File: config.mk
export PLATFORM = sky130hd
export DESIGN_NAME = rst_sequencer
export DESIGN_NICKNAME = d
export VERILOG_FILES = /design/src/rtl/rst_sequencer.sv
export SDC_FILE = /design/constraint.sdc
export NUM_CORES = 1
export LEC_CHECK = 0
export ABC_AREA = 1
export BUFFER_PORTS_ARGS = -buffer_cell sky130_fd_sc_hd__buf_2
export CORE_ASPECT_RATIO = 1.4
export CORE_MARGIN = 1
export CORE_UTILIZATION = 57
export CTS_CLUSTER_SIZE = 25
export DETAILED_ROUTE_END_ITERATION = 16
export PLACE_DENSITY = 0.75
export SLEW_MARGIN = 10
export SYNTH_ARGS = -nofsm -noshare
export SYNTH_HDL_FRONTEND = slang
export SYNTH_SLANG_ARGS = --single-unit
File: constraint.sdc
create_clock -name clk -period 4.95 [get_ports clk]
set_input_delay 0.7425 -clock clk [delete_from_list [all_inputs] [get_ports clk]]
set_output_delay 0.7425 -clock clk [all_outputs]
set_load 0.05 [all_outputs]
File: src/rtl/rst_sequencer.sv
// Board-level reset sequencer: lock/pin/software fault merge, 2^CNT_WIDTH hold, staggered channel release.
// Optional watchdog enabled by defining RST_SEQ_WDOG_EN.
module rst_sequencer #(
  parameter int CNT_WIDTH   = 24,
  parameter int NUM_LOCK    = 2,
  parameter int NUM_CHAN    = 3,
  parameter int STAGGER_CYC = 16,
  parameter int SYNC_STAGES = 2,
  parameter int WDOG_WIDTH  = 20
) (
  input  logic                clk,
  input  logic                reset_n,
  input  logic [NUM_LOCK-1:0] locked,
  input  logic                ext_rst_in_n,
  output logic                ext_rst_drive,
  input  logic                sw_rst_req,
  input  logic                wdog_kick,
  output logic [NUM_CHAN-1:0] chan_reset,
  output logic                all_ok,
  output logic [2:0]          cause
);

  localparam int STG_W = (STAGGER_CYC > 1) ? $clog2(STAGGER_CYC) : 1;
  localparam int CH_W  = (NUM_CHAN > 1) ? $clog2(NUM_CHAN) : 1;

  localparam logic [2:0] CAUSE_POR  = 3'd0;
  localparam logic [2:0] CAUSE_LOCK = 3'd1;
  localparam logic [2:0] CAUSE_EXT  = 3'd2;
  localparam logic [2:0] CAUSE_SW   = 3'd3;
  localparam logic [2:0] CAUSE_WDOG = 3'd4;

  typedef enum logic [1:0] {
    HOLD    = 2'd0,
    STAGGER = 2'd1,
    RUN     = 2'd2
  } state_t;

  state_t                            state_q, state_d;
  logic [CNT_WIDTH-1:0]              cnt_q, cnt_d;
  logic [STG_W-1:0]                  stg_q, stg_d;
  logic [CH_W-1:0]                   chan_idx_q, chan_idx_d;
  logic [NUM_CHAN-1:0]               chan_reset_q, chan_reset_d;
  logic                              all_ok_q, all_ok_d;
  logic                              ext_rst_drive_q, ext_rst_drive_d;
  logic [2:0]                        cause_q, cause_d;
  logic [SYNC_STAGES-1:0][NUM_LOCK-1:0] lock_sync_q, lock_sync_d;
  logic [SYNC_STAGES-1:0]            ext_sync_q, ext_sync_d;

  logic       lock_ok, ext_ok, wdog_fault, hold_fault, fault;
  logic [2:0] fault_cause;

  assign lock_ok    = &lock_sync_q[SYNC_STAGES-1];
  assign ext_ok     = ext_sync_q[SYNC_STAGES-1];
  // Software requests only count once the sequence has left the hold phase.
  assign hold_fault = !lock_ok || !ext_ok;
  assign fault      = hold_fault || sw_rst_req || wdog_fault;

  always_comb begin
    lock_sync_d = {lock_sync_q[SYNC_STAGES-2:0], locked};
    ext_sync_d  = {ext_sync_q[SYNC_STAGES-2:0], ext_rst_in_n};
  end

  always_comb begin
    fault_cause = CAUSE_WDOG;
    if (!lock_ok)        fault_cause = CAUSE_LOCK;
    else if (!ext_ok)    fault_cause = CAUSE_EXT;
    else if (sw_rst_req) fault_cause = CAUSE_SW;
  end

`ifdef RST_SEQ_WDOG_EN
  logic [WDOG_WIDTH-1:0] wdog_q, wdog_d;

  always_comb begin
    wdog_d = '0;
    if (state_q == RUN && !wdog_kick) wdog_d = wdog_q + WDOG_WIDTH'(1);
  end

  assign wdog_fault = (state_q == RUN) && (wdog_q == '1) && !wdog_kick;

  always_ff @(posedge clk or negedge reset_n) begin
    if (!reset_n) wdog_q <= '0;
    else          wdog_q <= wdog_d;
  end
`else
  logic wdog_unused;
  assign wdog_unused = wdog_kick ^ (WDOG_WIDTH > 0);
  assign wdog_fault  = 1'b0;
`endif

  always_comb begin
    state_d      = state_q;
    cnt_d        = cnt_q;
    stg_d        = stg_q;
    chan_idx_d   = chan_idx_q;
    chan_reset_d = chan_reset_q;
    all_ok_d     = all_ok_q;
    cause_d      = cause_q;
    unique case (state_q)
      HOLD: begin
        cnt_d = cnt_q + CNT_WIDTH'(1);
        if (cnt_q == '1 && !hold_fault) begin
          state_d    = STAGGER;
          stg_d      = '0;
          chan_idx_d = '0;
        end
      end
      STAGGER, RUN: begin
        if (fault) begin
          state_d      = HOLD;
          cnt_d        = '0;
          stg_d        = '0;
          chan_idx_d   = '0;
          chan_reset_d = '1;
          all_ok_d     = 1'b0;
          cause_d      = fault_cause;
        end else if (state_q == STAGGER) begin
          stg_d = stg_q + STG_W'(1);
          if (stg_q == STG_W'(STAGGER_CYC - 1)) begin
            stg_d      = '0;
            chan_idx_d = chan_idx_q + CH_W'(1);
            for (int k = 0; k < NUM_CHAN; k++) begin
              if (CH_W'(k) == chan_idx_q) chan_reset_d[k] = 1'b0;
            end
            if (chan_idx_q == CH_W'(NUM_CHAN - 1)) begin
              state_d  = RUN;
              all_ok_d = 1'b1;
            end
          end
        end
      end
      default: state_d = HOLD;
    endcase
    // Pin drive covers the first half of the hold so the pad can settle before terminal count.
    ext_rst_drive_d = (state_d == HOLD) && !cnt_d[CNT_WIDTH-1];
  end

  always_ff @(posedge clk or negedge reset_n) begin
    if (!reset_n) begin
      state_q         <= HOLD;
      cnt_q           <= '0;
      stg_q           <= '0;
      chan_idx_q      <= '0;
      chan_reset_q    <= '1;
      all_ok_q        <= 1'b0;
      ext_rst_drive_q <= 1'b1;
      cause_q         <= CAUSE_POR;
      lock_sync_q     <= '0;
      ext_sync_q      <= '0;
    end else begin
      state_q         <= state_d;
      cnt_q           <= cnt_d;
      stg_q           <= stg_d;
      chan_idx_q      <= chan_idx_d;
      chan_reset_q    <= chan_reset_d;
      all_ok_q        <= all_ok_d;
      ext_rst_drive_q <= ext_rst_drive_d;
      cause_q         <= cause_d;
      lock_sync_q     <= lock_sync_d;
      ext_sync_q      <= ext_sync_d;
    end
  end

  assign chan_reset    = chan_reset_q;
  assign all_ok        = all_ok_q;
  assign ext_rst_drive = ext_rst_drive_q;
  assign cause         = cause_q;

endmodule

# Word-level counts from Yosys, hierarchy flattened
# Index checks and enable logic that the tools add are counted.
classes:
  n_addsub: 3
  eq_ne: 11
  n_mux: 31
  reduce_logical: 28
op_table:
  columns: ["op", "count"]
  rows:
  - ["$pmux 24 s2", 1]
  - ["$add 24x1->24 const B", 1]
  - ["$eq 24x24->1 const B", 1]
  - ["$mux 24", 1]
  - ["$reduce_and 4->1", 5]
  - ["$mux 2", 9]
  - ["$mux 3", 6]
  - ["$mux 4", 4]
  - ["$reduce_bool 2->1", 7]
  - ["$pmux 2 s2", 2]
  - ["$pmux 4 s2", 1]
  - ["$mux 1", 7]
  - ["$logic_not 2->1", 3]
  - ["$ne 3x3->1 const B", 2]
  - ["$reduce_and 2->1", 3]
  - ["$add 4x1->4 const B", 1]
  - ["$eq 2x2->1 const B", 2]
  - ["$eq 4x4->1 const B", 1]
  - ["$logic_not 1->1", 4]
  - ["$ne 2x2->1 const B", 2]
  - ["$reduce_and 3->1", 1]
  - ["$add 2x1->2 const B", 1]
  - ["$eq 1x2->1 const A", 1]
  - ["$eq 2x1->1 const B", 1]
  - ["4 further kinds", 6]
totals:
  register_bits: 46
  input_bits: 7
  output_inout_bits: 8
  elab_cells: 87

# Depth between registers and ports, before layout
# Gate-level depths: netlist of the first run.
depth:
  word_depth: 9
  ltp_mapped: 11
  depth_no_buf: 11

# Worst setup path after synthesis of the first run
# OpenSTA, ideal clock, no wires.
synth_path:
  path_kind: "input port to flip-flop"
  start: "input sw_rst_req"
  end: "register cnt_q[11]"
  setup_ps: 124
  arrival_time_ps: 1537
  t_required_ps: 4826
  path_slack_ps: 3289
  path_stages: 8
  path_buffers: 1
  path_cell_list: "inv_1 -> nand4_2 -> nand2_2 -> nand2_2 -> buf_6 -> nand3b_1 -> xor2_1 -> nor2_1"
synth_via:
  elab_chain_len: 3
synth_rtl:
  columns: ["item", "line", "source"]
  rows:
  - ["start: declaration", "16", "input logic sw_rst_req,"]
  - ["$logic_or 1x1->1", "56", "assign fault = hold_fault || sw_rst_req || wdog_fault;"]
  - ["$ne 2x2->1 (no line)", null, null]
  - ["$reduce_and 2->1 (no line)", null, null]
  - ["end signal: assignment", "151", "cnt_q <= cnt_d;"]
  - ["end: declaration", "39", "logic [CNT_WIDTH-1:0] cnt_q, cnt_d;"]
# Every way passes these cells.
# A chain may end at the register's enable or synchronous reset.

# Worst setup path in the final report of the first run
layout_path:
  start: "register state_q[0]"
  end: "register cnt_q[10]"
layout_via:
  elab_chain_len: 4
  elab_cells_between_ends: 8
  cone_classes: "eq/ne: 3; mux: 1; reduce/logical: 4"
layout_rtl:
  columns: ["item", "line", "source"]
  rows:
  - ["start: declaration", "38", "state_t state_q, state_d;"]
  - ["start signal: assignment", "150", "state_q <= state_d;"]
  - ["$eq 2x1->1 or $eq 2x2->1 (tied branches)", "98", "unique case (state_q)"]
  - ["$reduce_or 2->1", "98", null]
  - ["$ne 2x2->1 (no line) or $reduce_bool 2->1 (tied branches)", null, null]
  - ["$reduce_and 2->1 (no line)", null, null]
# Several ways; a longest one is shown, not always the timed one.

==> flow_summary.html, run 1 <==
<table>
<tr><th>Metric</th><th>Value</th></tr>
<tr><th colspan="2">Run status</th></tr>
<tr><td>Run status</td><td>finished with violations</td></tr>
<tr><td>Failing checks</td><td>DRC</td></tr>
<tr><th colspan="2">Setup path</th></tr>
<tr><td>Register-to-register path setup slack</td><td>2800 ps</td></tr>
<tr><td>Worst R2R End</td><td>cnt_q[10]$_DFFE_PN0P_</td></tr>
<tr><td>Biggest fanout along the worst timing path</td><td>22</td></tr>
<tr><td>Startpoint of the worst register-to-register path</td><td>state_q[0]$_DFF_PN0_</td></tr>
<tr><td>Critical Path Sink Type</td><td>flip-flop</td></tr>
<tr><td>Worst r2r path cells</td><td>9</td></tr>
<tr><td>Critical Setup Path Class</td><td>flip-flop to flip-flop</td></tr>
<tr><td>Arrival time reported for the critical path endpoint</td><td>2350 ps</td></tr>
<tr><td>Category of the worst setup path launch point</td><td>flip-flop</td></tr>
<tr><td>Data required time of the worst path</td><td>5150 ps</td></tr>
<tr><th colspan="2">Global route</th></tr>
<tr><td>Maximum number of pins on one net before global-route repair</td><td>between 40 and 50</td></tr>
<tr><td>Met1 routing resource usage after global routing</td><td>26.9%</td></tr>
<tr><td>Met3 demand-to-capacity share in global routing</td><td>4.19%</td></tr>
<tr><td>GRT overflow</td><td>0</td></tr>
<tr><td>Via count of the first global-routing pass</td><td>1890</td></tr>
<tr><td>GR Util met2</td><td>a little over two fifths</td></tr>
<tr><td>First-pass GRT wire length</td><td>8290 um</td></tr>
<tr><td>Busiest grt layer</td><td>met2</td></tr>
<tr><td>Antenna violations before repair</td><td>0</td></tr>
<tr><td>GRT Util Overall</td><td>23.3%</td></tr>
<tr><th colspan="2">Floorplan</th></tr>
<tr><td>Die boundary height</td><td>about 80 um</td></tr>
<tr><td>Die boundary width</td><td>57.9 um</td></tr>
<tr><td>Starting density of the core</td><td>59.3%</td></tr>
<tr><td>Number of top-level design ports</td><td>15</td></tr>
<tr><td>Number of cell rows</td><td>28</td></tr>
<tr><td>Area of the core</td><td>0.00420 mm2</td></tr>
<tr><td>Total Die Area</td><td>0.00464 mm2</td></tr>
<tr><th colspan="2">Timing</th></tr>
<tr><td>Achievable clock frequency</td><td>0.465 GHz</td></tr>
<tr><td>Worst slack on hold paths</td><td>356 ps</td></tr>
<tr><td>Post-layout minimum cycle time</td><td>between 2000 and 2500 ps</td></tr>
<tr><td>Setup TNS Final</td><td>0 ps</td></tr>
<tr><td>Final worst path period share</td><td>43.5%</td></tr>
<tr><td>Unrepaired setup endpoints after global routing</td><td>false</td></tr>
<tr><td>Final worst clock skew</td><td>about 6.5 ps</td></tr>
<tr><td>Max-slew violation total from the final report</td><td>0</td></tr>
<tr><td>Number of failing hold endpoints at the final stage</td><td>0</td></tr>
<tr><td>Number of endpoints failing setup at the final stage</td><td>0</td></tr>
<tr><td>Slew at the pin closest to its max-slew limit</td><td>1030 ps</td></tr>
<tr><td>Worst slew slack as a fraction of its limit</td><td>about a third</td></tr>
<tr><th colspan="2">Yosys</th></tr>
<tr><td>Nets in the synthesized netlist</td><td>324</td></tr>
<tr><td>Async S/R FF share, synth</td><td>100%</td></tr>
<tr><td>Post-synthesis area per instance</td><td>8.07 um2</td></tr>
<tr><td>Gate Count Post-Synth</td><td>309</td></tr>
<tr><td>Fraction of synthesized cell area taken by the top area cell type</td><td>42.2%</td></tr>
<tr><td>Top cells by instance count after synthesis</td><td>sky130_fd_sc_hd__nand2_1, sky130_fd_sc_hd__dfrtp_1, sky130_fd_sc_hd__nor2_1</td></tr>
<tr><td>Primary flip-flop cell chosen by synthesis mapping</td><td>sky130_fd_sc_hd__dfrtp_1</td></tr>
<tr><td>Sequential cell area fraction in the yosys report</td><td>a little under half</td></tr>
<tr><td>Library cells used by synthesis</td><td>31</td></tr>
<tr><td>Dominant cells by area after synthesis</td><td>sky130_fd_sc_hd__dfrtp_1, sky130_fd_sc_hd__nand2_1, sky130_fd_sc_hd__nor2_1</td></tr>
<tr><td>Count of flip-flops with a built-in enable after synthesis</td><td>0</td></tr>
<tr><td>Most area-hungry cell type in the Yosys netlist</td><td>sky130_fd_sc_hd__dfrtp_1</td></tr>
<tr><td>Number of warnings reported in the yosys synthesis log</td><td>0</td></tr>
<tr><td>FF+latch count, synth</td><td>46</td></tr>
<tr><td>Combined area of all synthesized cells</td><td>0.00249 mm2</td></tr>
<tr><td>Top-count cell post-synth</td><td>sky130_fd_sc_hd__nand2_1</td></tr>
<tr><th colspan="2">Min path</th></tr>
<tr><td>Worst Min Path Start</td><td>ext_sync_q[0]$_DFF_PN0_</td></tr>
<tr><td>Type of the tightest min-delay check</td><td>flip-flop to flip-flop</td></tr>
<tr><td>Worst-case hold path end point</td><td>ext_sync_q[1]$_DFF_PN0_</td></tr>
<tr><td>Worst hold path stage count</td><td>0</td></tr>
<tr><th colspan="2">Pwr</th></tr>
<tr><td>Maximum ir drop on the vdd rail</td><td>0.000226 V</td></tr>
<tr><td>Leakage power summed over all cells</td><td>roughly 0.0013 uW</td></tr>
<tr><td>Power per unit of standard cell area</td><td>236 mW/mm2</td></tr>
<tr><th colspan="2">Drt</th></tr>
<tr><td>Number of iterations in the first detailed-routing pass</td><td>10</td></tr>
<tr><td>Detailed-route wire length per cell</td><td>~13 um</td></tr>
<tr><td>DR DRC count</td><td>1</td></tr>
<tr><td>Via density per instance</td><td>5.43</td></tr>
<tr><td>Vias</td><td>slightly above 2000</td></tr>
<tr><td>Routed Wire Length</td><td>4810 um</td></tr>
<tr><td>Count of antenna-violating nets left after detailed routing</td><td>0</td></tr>
<tr><td>Starting DRT DRC Count</td><td>68</td></tr>
<tr><th colspan="2">Clock network</th></tr>
<tr><td>Worst skew pair latency</td><td>300 ps</td></tr>
<tr><td>CTS hold repair buffers</td><td>0</td></tr>
<tr><td>TritonCTS clock tree</td><td>yes</td></tr>
<tr><td>Root cell of the clock tree</td><td>sky130_fd_sc_hd__clkbuf_8</td></tr>
<tr><td>Number of H-tree branching levels</td><td>2</td></tr>
<tr><td>Number of clock sinks</td><td>46</td></tr>
<tr><td>Maximum root-to-sink buffer count</td><td>2</td></tr>
<tr><td>Post-cts repair resize count</td><td>0</td></tr>
<tr><td>CTS Buf Count</td><td>5</td></tr>
<tr><td>Post-CTS Setup Bufs</td><td>0</td></tr>
<tr><td>Worst-path clk slew</td><td>90 ps</td></tr>
<tr><th colspan="2">Cells and area</th></tr>
<tr><td>Share of layout cells above drive strength 1</td><td>14.7%</td></tr>
<tr><td>Total Nets Final</td><td>around 340</td></tr>
<tr><td>Layout overhead on the synthesized area</td><td>7.78%</td></tr>
<tr><td>Ant. Diodes</td><td>0</td></tr>
<tr><th colspan="2">Placement</th></tr>
<tr><td>Port bufs</td><td>13</td></tr>
<tr><td>Global placement routability congestion</td><td>0.880</td></tr>
<tr><td>Hpwl dp</td><td>3550 um</td></tr>
<tr><th colspan="2">Job</th></tr>
<tr><td>Number of max-capacitance violations reported</td><td>0</td></tr>
</table>
[flip-flops by register name, summed over array words and instances, names as in the netlist, 2 cells and up]
register / count
state_q: 2
cause: 3
chan_reset: 3
lock_sync_q: 2
stg_q: 4
chan_idx_q: 2
cnt_q: 24
lock_sync_d: 2
ext_sync_q: 2
[layout by cell type (no fill, tap or decap)]
| master | n |
|---|---|
| sky130_fd_sc_hd__nor2_4 | 5 |
| sky130_fd_sc_hd__buf_2 | 13 |
| sky130_fd_sc_hd__clkinvlp_4 | 1 |
| sky130_fd_sc_hd__ha_1 | 8 |
| sky130_fd_sc_hd__or2_2 | 1 |
| sky130_fd_sc_hd__inv_1 | 32 |
| sky130_fd_sc_hd__nand4_1 | 6 |
| sky130_fd_sc_hd__a21oi_1 | 12 |
| sky130_fd_sc_hd__nor2_1 | 35 |
| sky130_fd_sc_hd__nand3_4 | 1 |
| sky130_fd_sc_hd__nand4_2 | 1 |
| sky130_fd_sc_hd__nand3b_1 | 2 |
| sky130_fd_sc_hd__nor3_4 | 1 |
| sky130_fd_sc_hd__xor2_1 | 7 |
| sky130_fd_sc_hd__o21ai_1 | 9 |
| sky130_fd_sc_hd__nand2_4 | 2 |
| sky130_fd_sc_hd__o21bai_1 | 1 |
| sky130_fd_sc_hd__nand2_1 | 84 |
| sky130_fd_sc_hd__a31oi_1 | 1 |
| sky130_fd_sc_hd__inv_6 | 1 |
| sky130_fd_sc_hd__clkbuf_8 | 5 |
| sky130_fd_sc_hd__clkinv_4 | 1 |
| sky130_fd_sc_hd__nor3_1 | 4 |
| sky130_fd_sc_hd__inv_2 | 2 |
| sky130_fd_sc_hd__o211ai_1 | 1 |
| sky130_fd_sc_hd__nand3_1 | 18 |
| sky130_fd_sc_hd__dfrtp_1 | 42 |
| sky130_fd_sc_hd__and3_1 | 1 |
| sky130_fd_sc_hd__nor2_2 | 1 |
| sky130_fd_sc_hd__nand2_2 | 9 |
| sky130_fd_sc_hd__xnor2_1 | 2 |
| sky130_fd_sc_hd__o21ai_0 | 13 |
| sky130_fd_sc_hd__dfstp_2 | 4 |
| sky130_fd_sc_hd__a21o_1 | 1 |
[routing by layer]
layer / share of wire (%) / wire length [um]
met2: 52 / 2520
met3: 2.7 / 132
met4: 2.0 / 97
met5: 0 / 0
met1: 43 / 2060
[logic make-up after synthesis]
logic type / synth area share, %
buffers and inverters: 5.97
XOR/XNOR: 3.16
adder cells (fa/ha/maj): 4.02
AO/OA/AOI/OAI: 7.98
flip-flops: 46.4
AND/OR/NAND/NOR: 32.5
[worst max-delay path: stages, from the launching register on]
cell and delay [ps]:
sky130_fd_sc_hd__dfrtp_1 390, sky130_fd_sc_hd__inv_1 90, sky130_fd_sc_hd__ha_1 470, sky130_fd_sc_hd__nand2_2 190, sky130_fd_sc_hd__nand2_2 340, sky130_fd_sc_hd__nand2_1 130, sky130_fd_sc_hd__nand2_1 140, sky130_fd_sc_hd__nand2_1 100
sky130_fd_sc_hd__o21bai_1 140, sky130_fd_sc_hd__inv_1 50
[layout make-up]
cell class / instances / area [um2]
Inverter: 34 / 128
Sequential cell: 46 / 1160
Timing Repair Buffer: 13 / 65.1
Clock inverter: 3 / 25.0
Multi-Input combinational cell: 226 / 1190
Tap cell: 45 / 56.3
Clock buffer: 5 / 68.8
Fill cell: 400 / 1520
[power by group]
| group | switching (uW) | internal (uW) |
|---|---|---|
| Sequential | 1.38 | 378 |
| Clock | 140 | 102 |
| Combinational | 9.32 | 2.11 |
| Total | 151 | 482 |
[worst max-delay path by stage]
stage / slack (ps) / from / endpoint
after floorplan: 3290 / sw_rst_req / cnt_q[11]$_DFFE_PN0P_
after global placement: 2780 / sw_rst_req / cnt_q[10]$_DFFE_PN0P_
after detailed placement: 2750 / sw_rst_req / cnt_q[10]$_DFFE_PN0P_
after CTS: 2780 / state_q[0]$_DFF_PN0_ / cnt_q[10]$_DFFE_PN0P_
after global routing: 2520 / state_q[0]$_DFF_PN0_ / cnt_q[10]$_DFFE_PN0P_
final: 2800 / state_q[0]$_DFF_PN0_ / cnt_q[10]$_DFFE_PN0P_
[through the flow]
stage | util [%] | total power, uW | instances | instance area [um2] | worst slack [ps]
after floorplan | - | 389 | 309 | 2490 | 3290
after global placement | 61.7 | 398 | 364 | 2590 | 2780
after detailed placement | 61.7 | 399 | 364 | 2590 | 2750
after CTS | 63.9 | 642 | 372 | 2690 | 2780
after global routing | 63.9 | 654 | 372 | 2690 | 2520
final | 63.9 | 633 | 372 | 2690 | 2800
Power figures use the tool's default switching activity.
==> inputs of run 2 (changes only) <==
--- a/config.mk
+++ b/config.mk
@@ -9,7 +9,7 @@
 export BUFFER_PORTS_ARGS = -buffer_cell sky130_fd_sc_hd__buf_2
 export CORE_ASPECT_RATIO = 1.4
 export CORE_MARGIN = 1
-export CORE_UTILIZATION = 57
+export CORE_UTILIZATION = 54
 export CTS_CLUSTER_SIZE = 25
 export DETAILED_ROUTE_END_ITERATION = 16
 export PLACE_DENSITY = 0.75
==> constraint.sdc (replaced) <==
create_clock -name clk -period 1.95 [get_ports clk]
set_input_delay 0.2925 -clock clk [delete_from_list [all_inputs] [get_ports clk]]
set_output_delay 0.2925 -clock clk [all_outputs]
set_load 0.05 [all_outputs]
==> run 2 against run 1 <==
Compared with the run above:
- the flow now finishes without violations
- register-to-register slack worse by 2600 ps
- first-iteration DRC count down 35%
- power rose to 2.7 times the previous value
- combinational power rose to 3.0 times the previous value
- clock skew up 5.0 ps
- sequential cell count unchanged
- worst setup slack worse by 2600 ps
- critical path type unchanged
- highest routed layer unchanged
==> flow_summary.html, run 2 (synthesis gave the netlist of run 1 again) <==
<table>
<tr><th>Metric</th><th>Value</th></tr>
<tr><th colspan="2">Global route</th></tr>
<tr><td>Via count of the first global-routing pass</td><td>1987 (was 1890)</td></tr>
<tr><td>GR Util met2</td><td>42.2% (was 41.6%)</td></tr>
<tr><td>Maximum number of pins on one net before global-route repair</td><td>26 (was 47)</td></tr>
<tr><td>Busiest grt layer</td><td>met2 (unchanged)</td></tr>
<tr><td>GRT Util Overall</td><td>22.6% (was 23.3%)</td></tr>
<tr><td>Met3 demand-to-capacity share in global routing</td><td>3.89% (was 4.19%)</td></tr>
<tr><td>Antenna violations before repair</td><td>0 (unchanged)</td></tr>
<tr><td>GRT overflow</td><td>0 (unchanged)</td></tr>
<tr><td>Met1 routing resource usage after global routing</td><td>24.8% (was 26.9%)</td></tr>
<tr><td>First-pass GRT wire length</td><td>8280 um (was 8290 um)</td></tr>
<tr><th colspan="2">Pwr</th></tr>
<tr><td>Power per unit of standard cell area</td><td>606 mW/mm2 (was 236 mW/mm2)</td></tr>
<tr><td>Maximum ir drop on the vdd rail</td><td>0.000438 V (was 0.000226 V)</td></tr>
<tr><td>Leakage power summed over all cells</td><td>0.00135 uW (was 0.00131 uW)</td></tr>
<tr><th colspan="2">Setup path</th></tr>
<tr><td>Arrival time reported for the critical path endpoint</td><td>1900 ps (was 2350 ps)</td></tr>
<tr><td>Biggest fanout along the worst timing path</td><td>12 (was 22)</td></tr>
<tr><td>Cells along the critical path</td><td>inv_1 &gt; ha_1 &gt; inv_1 &gt; nand2_1 &gt; nand2_4 &gt; nand2_1 &gt; nand2_1 &gt; nand2_1 &gt; o21bai_1 &gt; inv_1 (was inv_1 &gt; ha_1 &gt; nand2_2 &gt; nand2_2 &gt; nand2_1 &gt; nand2_1 &gt; nand2_1 &gt; o21bai_1 &gt; inv_1)</td></tr>
<tr><td>Data required time of the worst path</td><td>2140 ps (was 5150 ps)</td></tr>
<tr><td>Category of the worst setup path launch point</td><td>flip-flop (unchanged)</td></tr>
<tr><td>Buffers &amp; Inverters on Critical Path</td><td>3 (was 2)</td></tr>
<tr><td>Worst R2R End</td><td>cnt_q[10]$_DFFE_PN0P_ (unchanged)</td></tr>
<tr><td>Worst r2r path cells</td><td>10 (was 9)</td></tr>
<tr><td>Master of the slowest instance on the critical path</td><td>sky130_fd_sc_hd__dfrtp_1 (was sky130_fd_sc_hd__ha_1)</td></tr>
<tr><td>Critical Path Sink Type</td><td>flip-flop (unchanged)</td></tr>
<tr><td>Critical Setup Path Class</td><td>flip-flop to flip-flop (unchanged)</td></tr>
<tr><td>Most prevalent standard cell on the critical path</td><td>sky130_fd_sc_hd__nand2_1 (unchanged)</td></tr>
<tr><td>Register-to-register path setup slack</td><td>230 ps (was 2800 ps)</td></tr>
<tr><td>Slowest cell delay on critical path</td><td>380 ps (was 470 ps)</td></tr>
<tr><td>Family with the most delay on the worst path</td><td>simple AND/OR/NAND/NOR gates (unchanged)</td></tr>
<tr><td>Startpoint of the worst register-to-register path</td><td>state_q[0]$_DFF_PN0_ (unchanged)</td></tr>
<tr><th colspan="2">Drt</th></tr>
<tr><td>Detailed-route wire length per cell</td><td>12.0 um (was 12.9 um)</td></tr>
<tr><td>Count of antenna-violating nets left after detailed routing</td><td>0 (unchanged)</td></tr>
<tr><td>Number of iterations in the first detailed-routing pass</td><td>4 (was 10)</td></tr>
<tr><td>Vias</td><td>2020 (was 2021)</td></tr>
<tr><td>Starting DRT DRC Count</td><td>44 (was 68)</td></tr>
<tr><td>Routed Wire Length</td><td>4750 um (was 4810 um)</td></tr>
<tr><td>DR DRC count</td><td>0 (was 1)</td></tr>
<tr><td>Via density per instance</td><td>5.11 (was 5.43)</td></tr>
<tr><th colspan="2">Cells and area</th></tr>
<tr><td>Ant. Diodes</td><td>0 (unchanged)</td></tr>
<tr><td>Top library cells by usage in the layout, fill and taps aside</td><td>sky130_fd_sc_hd__nand2_1, sky130_fd_sc_hd__dfrtp_1, sky130_fd_sc_hd__nor2_1 (unchanged)</td></tr>
<tr><td>Layout overhead on the synthesized area</td><td>12.6% (was 7.78%)</td></tr>
<tr><td>Count of placed standard cells in the final layout, fillers left out</td><td>395 (was 372)</td></tr>
<tr><td>Register containing the most flip-flops in the final layout</td><td>cnt_q (unchanged)</td></tr>
<tr><td>Total Nets Final</td><td>349 (was 341)</td></tr>
<tr><td>Biggest regs</td><td>cnt_q: 24 flops, stg_q: 4 flops (unchanged)</td></tr>
<tr><td>Most common cell after layout, fill and taps aside</td><td>sky130_fd_sc_hd__nand2_1 (unchanged)</td></tr>
<tr><td>Share of layout cells above drive strength 1</td><td>16.4% (was 14.7%)</td></tr>
<tr><td>Max FFs per register</td><td>24 (unchanged)</td></tr>
<tr><th colspan="2">Clock network</th></tr>
<tr><td>Number of H-tree branching levels</td><td>2 (unchanged)</td></tr>
<tr><td>Maximum root-to-sink buffer count</td><td>2 (unchanged)</td></tr>
<tr><td>CTS Buf Count</td><td>5 (unchanged)</td></tr>
<tr><td>TritonCTS clock tree</td><td>yes (unchanged)</td></tr>
<tr><td>Worst skew pair latency</td><td>300 ps (about the same)</td></tr>
<tr><td>Root cell of the clock tree</td><td>sky130_fd_sc_hd__clkbuf_8 (unchanged)</td></tr>
<tr><td>Post-CTS Setup Bufs</td><td>0 (unchanged)</td></tr>
<tr><td>Worst-path clk slew</td><td>80 ps (was 90 ps)</td></tr>
<tr><td>Number of clock sinks</td><td>46 (unchanged)</td></tr>
<tr><th colspan="2">Timing</th></tr>
<tr><td>Achievable clock frequency</td><td>0.582 GHz (was 0.465 GHz)</td></tr>
<tr><td>Number of endpoints failing setup at the final stage</td><td>0 (unchanged)</td></tr>
<tr><td>Unrepaired setup endpoints after global routing</td><td>false (unchanged)</td></tr>
<tr><td>Final worst path period share</td><td>88.1% (was 43.5%)</td></tr>
<tr><td>Worst slew slack as a fraction of its limit</td><td>66.8% (was 31.6%)</td></tr>
<tr><td>Setup TNS Final</td><td>0 ps (unchanged)</td></tr>
<tr><td>Max-slew violation total from the final report</td><td>0 (unchanged)</td></tr>
<tr><td>Number of failing hold endpoints at the final stage</td><td>0 (unchanged)</td></tr>
<tr><td>Slew at the pin closest to its max-slew limit</td><td>499 ps (was 1030 ps)</td></tr>
<tr><td>Post-layout minimum cycle time</td><td>1720 ps (was 2150 ps)</td></tr>
<tr><td>Final worst clock skew</td><td>11.4 ps (was 6.47 ps)</td></tr>
<tr><th colspan="2">Floorplan</th></tr>
<tr><td>Starting density of the core</td><td>57.8% (was 59.3%)</td></tr>
<tr><td>Total Die Area</td><td>0.00489 mm2 (was 0.00464 mm2)</td></tr>
<tr><td>Number of top-level design ports</td><td>15 (unchanged)</td></tr>
<tr><td>Number of cell rows</td><td>28 (unchanged)</td></tr>
<tr><td>Die boundary height</td><td>82.4 um (was 80.2 um)</td></tr>
<tr><td>Die boundary width</td><td>59.4 um (was 57.9 um)</td></tr>
<tr><td>Area of the core</td><td>0.00431 mm2 (was 0.00420 mm2)</td></tr>
<tr><th colspan="2">Min path</th></tr>
<tr><td>Type of the tightest min-delay check</td><td>input pin to flip-flop (was flip-flop to flip-flop)</td></tr>
<tr><td>Worst Min Path Start</td><td>locked[0] (was ext_sync_q[0]$_DFF_PN0_)</td></tr>
<tr><td>Worst-case hold path end point</td><td>lock_sync_d[2]$_DFF_PN0_ (was ext_sync_q[1]$_DFF_PN0_)</td></tr>
<tr><td>Worst hold path stage count</td><td>1 (was 0)</td></tr>
<tr><th colspan="2">Placement</th></tr>
<tr><td>Port bufs</td><td>13 (unchanged)</td></tr>
<tr><td>Global placement routability congestion</td><td>0.858 (was 0.880)</td></tr>
<tr><td>Hpwl dp</td><td>3710 um (was 3550 um)</td></tr>
<tr><td>Number of placed cells counting well taps</td><td>386 (was 364)</td></tr>
<tr><th colspan="2">Job</th></tr>
<tr><td>Number of max-capacitance violations reported</td><td>0 (unchanged)</td></tr>
<tr><th colspan="2">Run status</th></tr>
<tr><td>Run status</td><td>finished clean (was finished with violations)</td></tr>
</table>
run 2: cell types whose count changed in the layout (fill, tap and decap cells not counted), sizes merged:
cell         change
buf              +7
inv              -1
dlygate4sd3      +1
clkinvlp         +1
clkinv           -1
bufinv           +1
run 2: area by class of cell:
| class | instances | area, um2 |
|---|---|---|
| clock inverter | 3 | 45.0 |
| multi-input combinational | 226 | 1190 |
| inverter | 34 | 128 |
| timing repair buffer | 21 | 140 |
| clock buffer | 5 | 68.8 |
| fill | 398 | 1500 |
| sequential | 46 | 1160 |
| tap | 60 | 75.1 |
run 2: layer usage:
metal,vias to the layer above,routed length [um],part of all wire [%]
met3,10,133,2.8
met2,35,2540,53
li1,1034,-,-
met4,0,87,1.8
met1,941,1990,42
met5,-,0,0
run 2: worst max-delay path by stage:
stage,slack (ps),startpoint,end,depth (start not counted)
2_1_floorplan,370,state_q[0]$_DFF_PN0_,cnt_q[5]$_DFFE_PN0P_,11
3_3_place_gp,200,state_q[0]$_DFF_PN0_,cnt_q[8]$_DFFE_PN0P_,10
3_5_place_dp,170,state_q[0]$_DFF_PN0_,cnt_q[8]$_DFFE_PN0P_,10
4_1_cts,160,state_q[0]$_DFF_PN0_,cnt_q[8]$_DFFE_PN0P_,10
5_1_grt,20,state_q[0]$_DFF_PN0_,cnt_q[8]$_DFFE_PN0P_,10
6_report,230,state_q[0]$_DFF_PN0_,cnt_q[10]$_DFFE_PN0P_,10
run 2: stage by stage:
step                      power, uW  hold slack (ps)  cell area (um2)  utilization, %  setup slack (ps)
after detailed placement       1020              289             2680            62.1               174
after global routing           1760             89.8             2810            65.1              23.2
after CTS                      1720             92.0             2800            65.0               164
after global placement         1020              292             2680            62.1               204
after floorplan                 986            -3.09             2490               -               373
final                          1700              103             2810            65.1               233
run 2: worst register-to-register path: stages (launching register included):
cell and delay [ps]:
sky130_fd_sc_hd__dfrtp_1 380, sky130_fd_sc_hd__inv_1 80, sky130_fd_sc_hd__ha_1 360, sky130_fd_sc_hd__inv_1 80, sky130_fd_sc_hd__nand2_1 90, sky130_fd_sc_hd__nand2_4 150
sky130_fd_sc_hd__nand2_1 90, sky130_fd_sc_hd__nand2_1 110, sky130_fd_sc_hd__nand2_1 100, sky130_fd_sc_hd__o21bai_1 130, sky130_fd_sc_hd__inv_1 50
run 2: power breakdown:
part / switching (uW) / leakage [uW] / internal, uW
Clock: 322 / 0.0000504 / 381
Combinational: 24.1 / 0.000701 / 10.6
Sequential: 3.50 / 0.000600 / 960
Total: 349 / 0.00135 / 1350
run 2: timing repair:
action	4_1_cts	5_1_grt
endpoints found under the setup margin	0	8
hold endpoints to repair	18	0
resized for setup	0	1
hold buffers	1	0
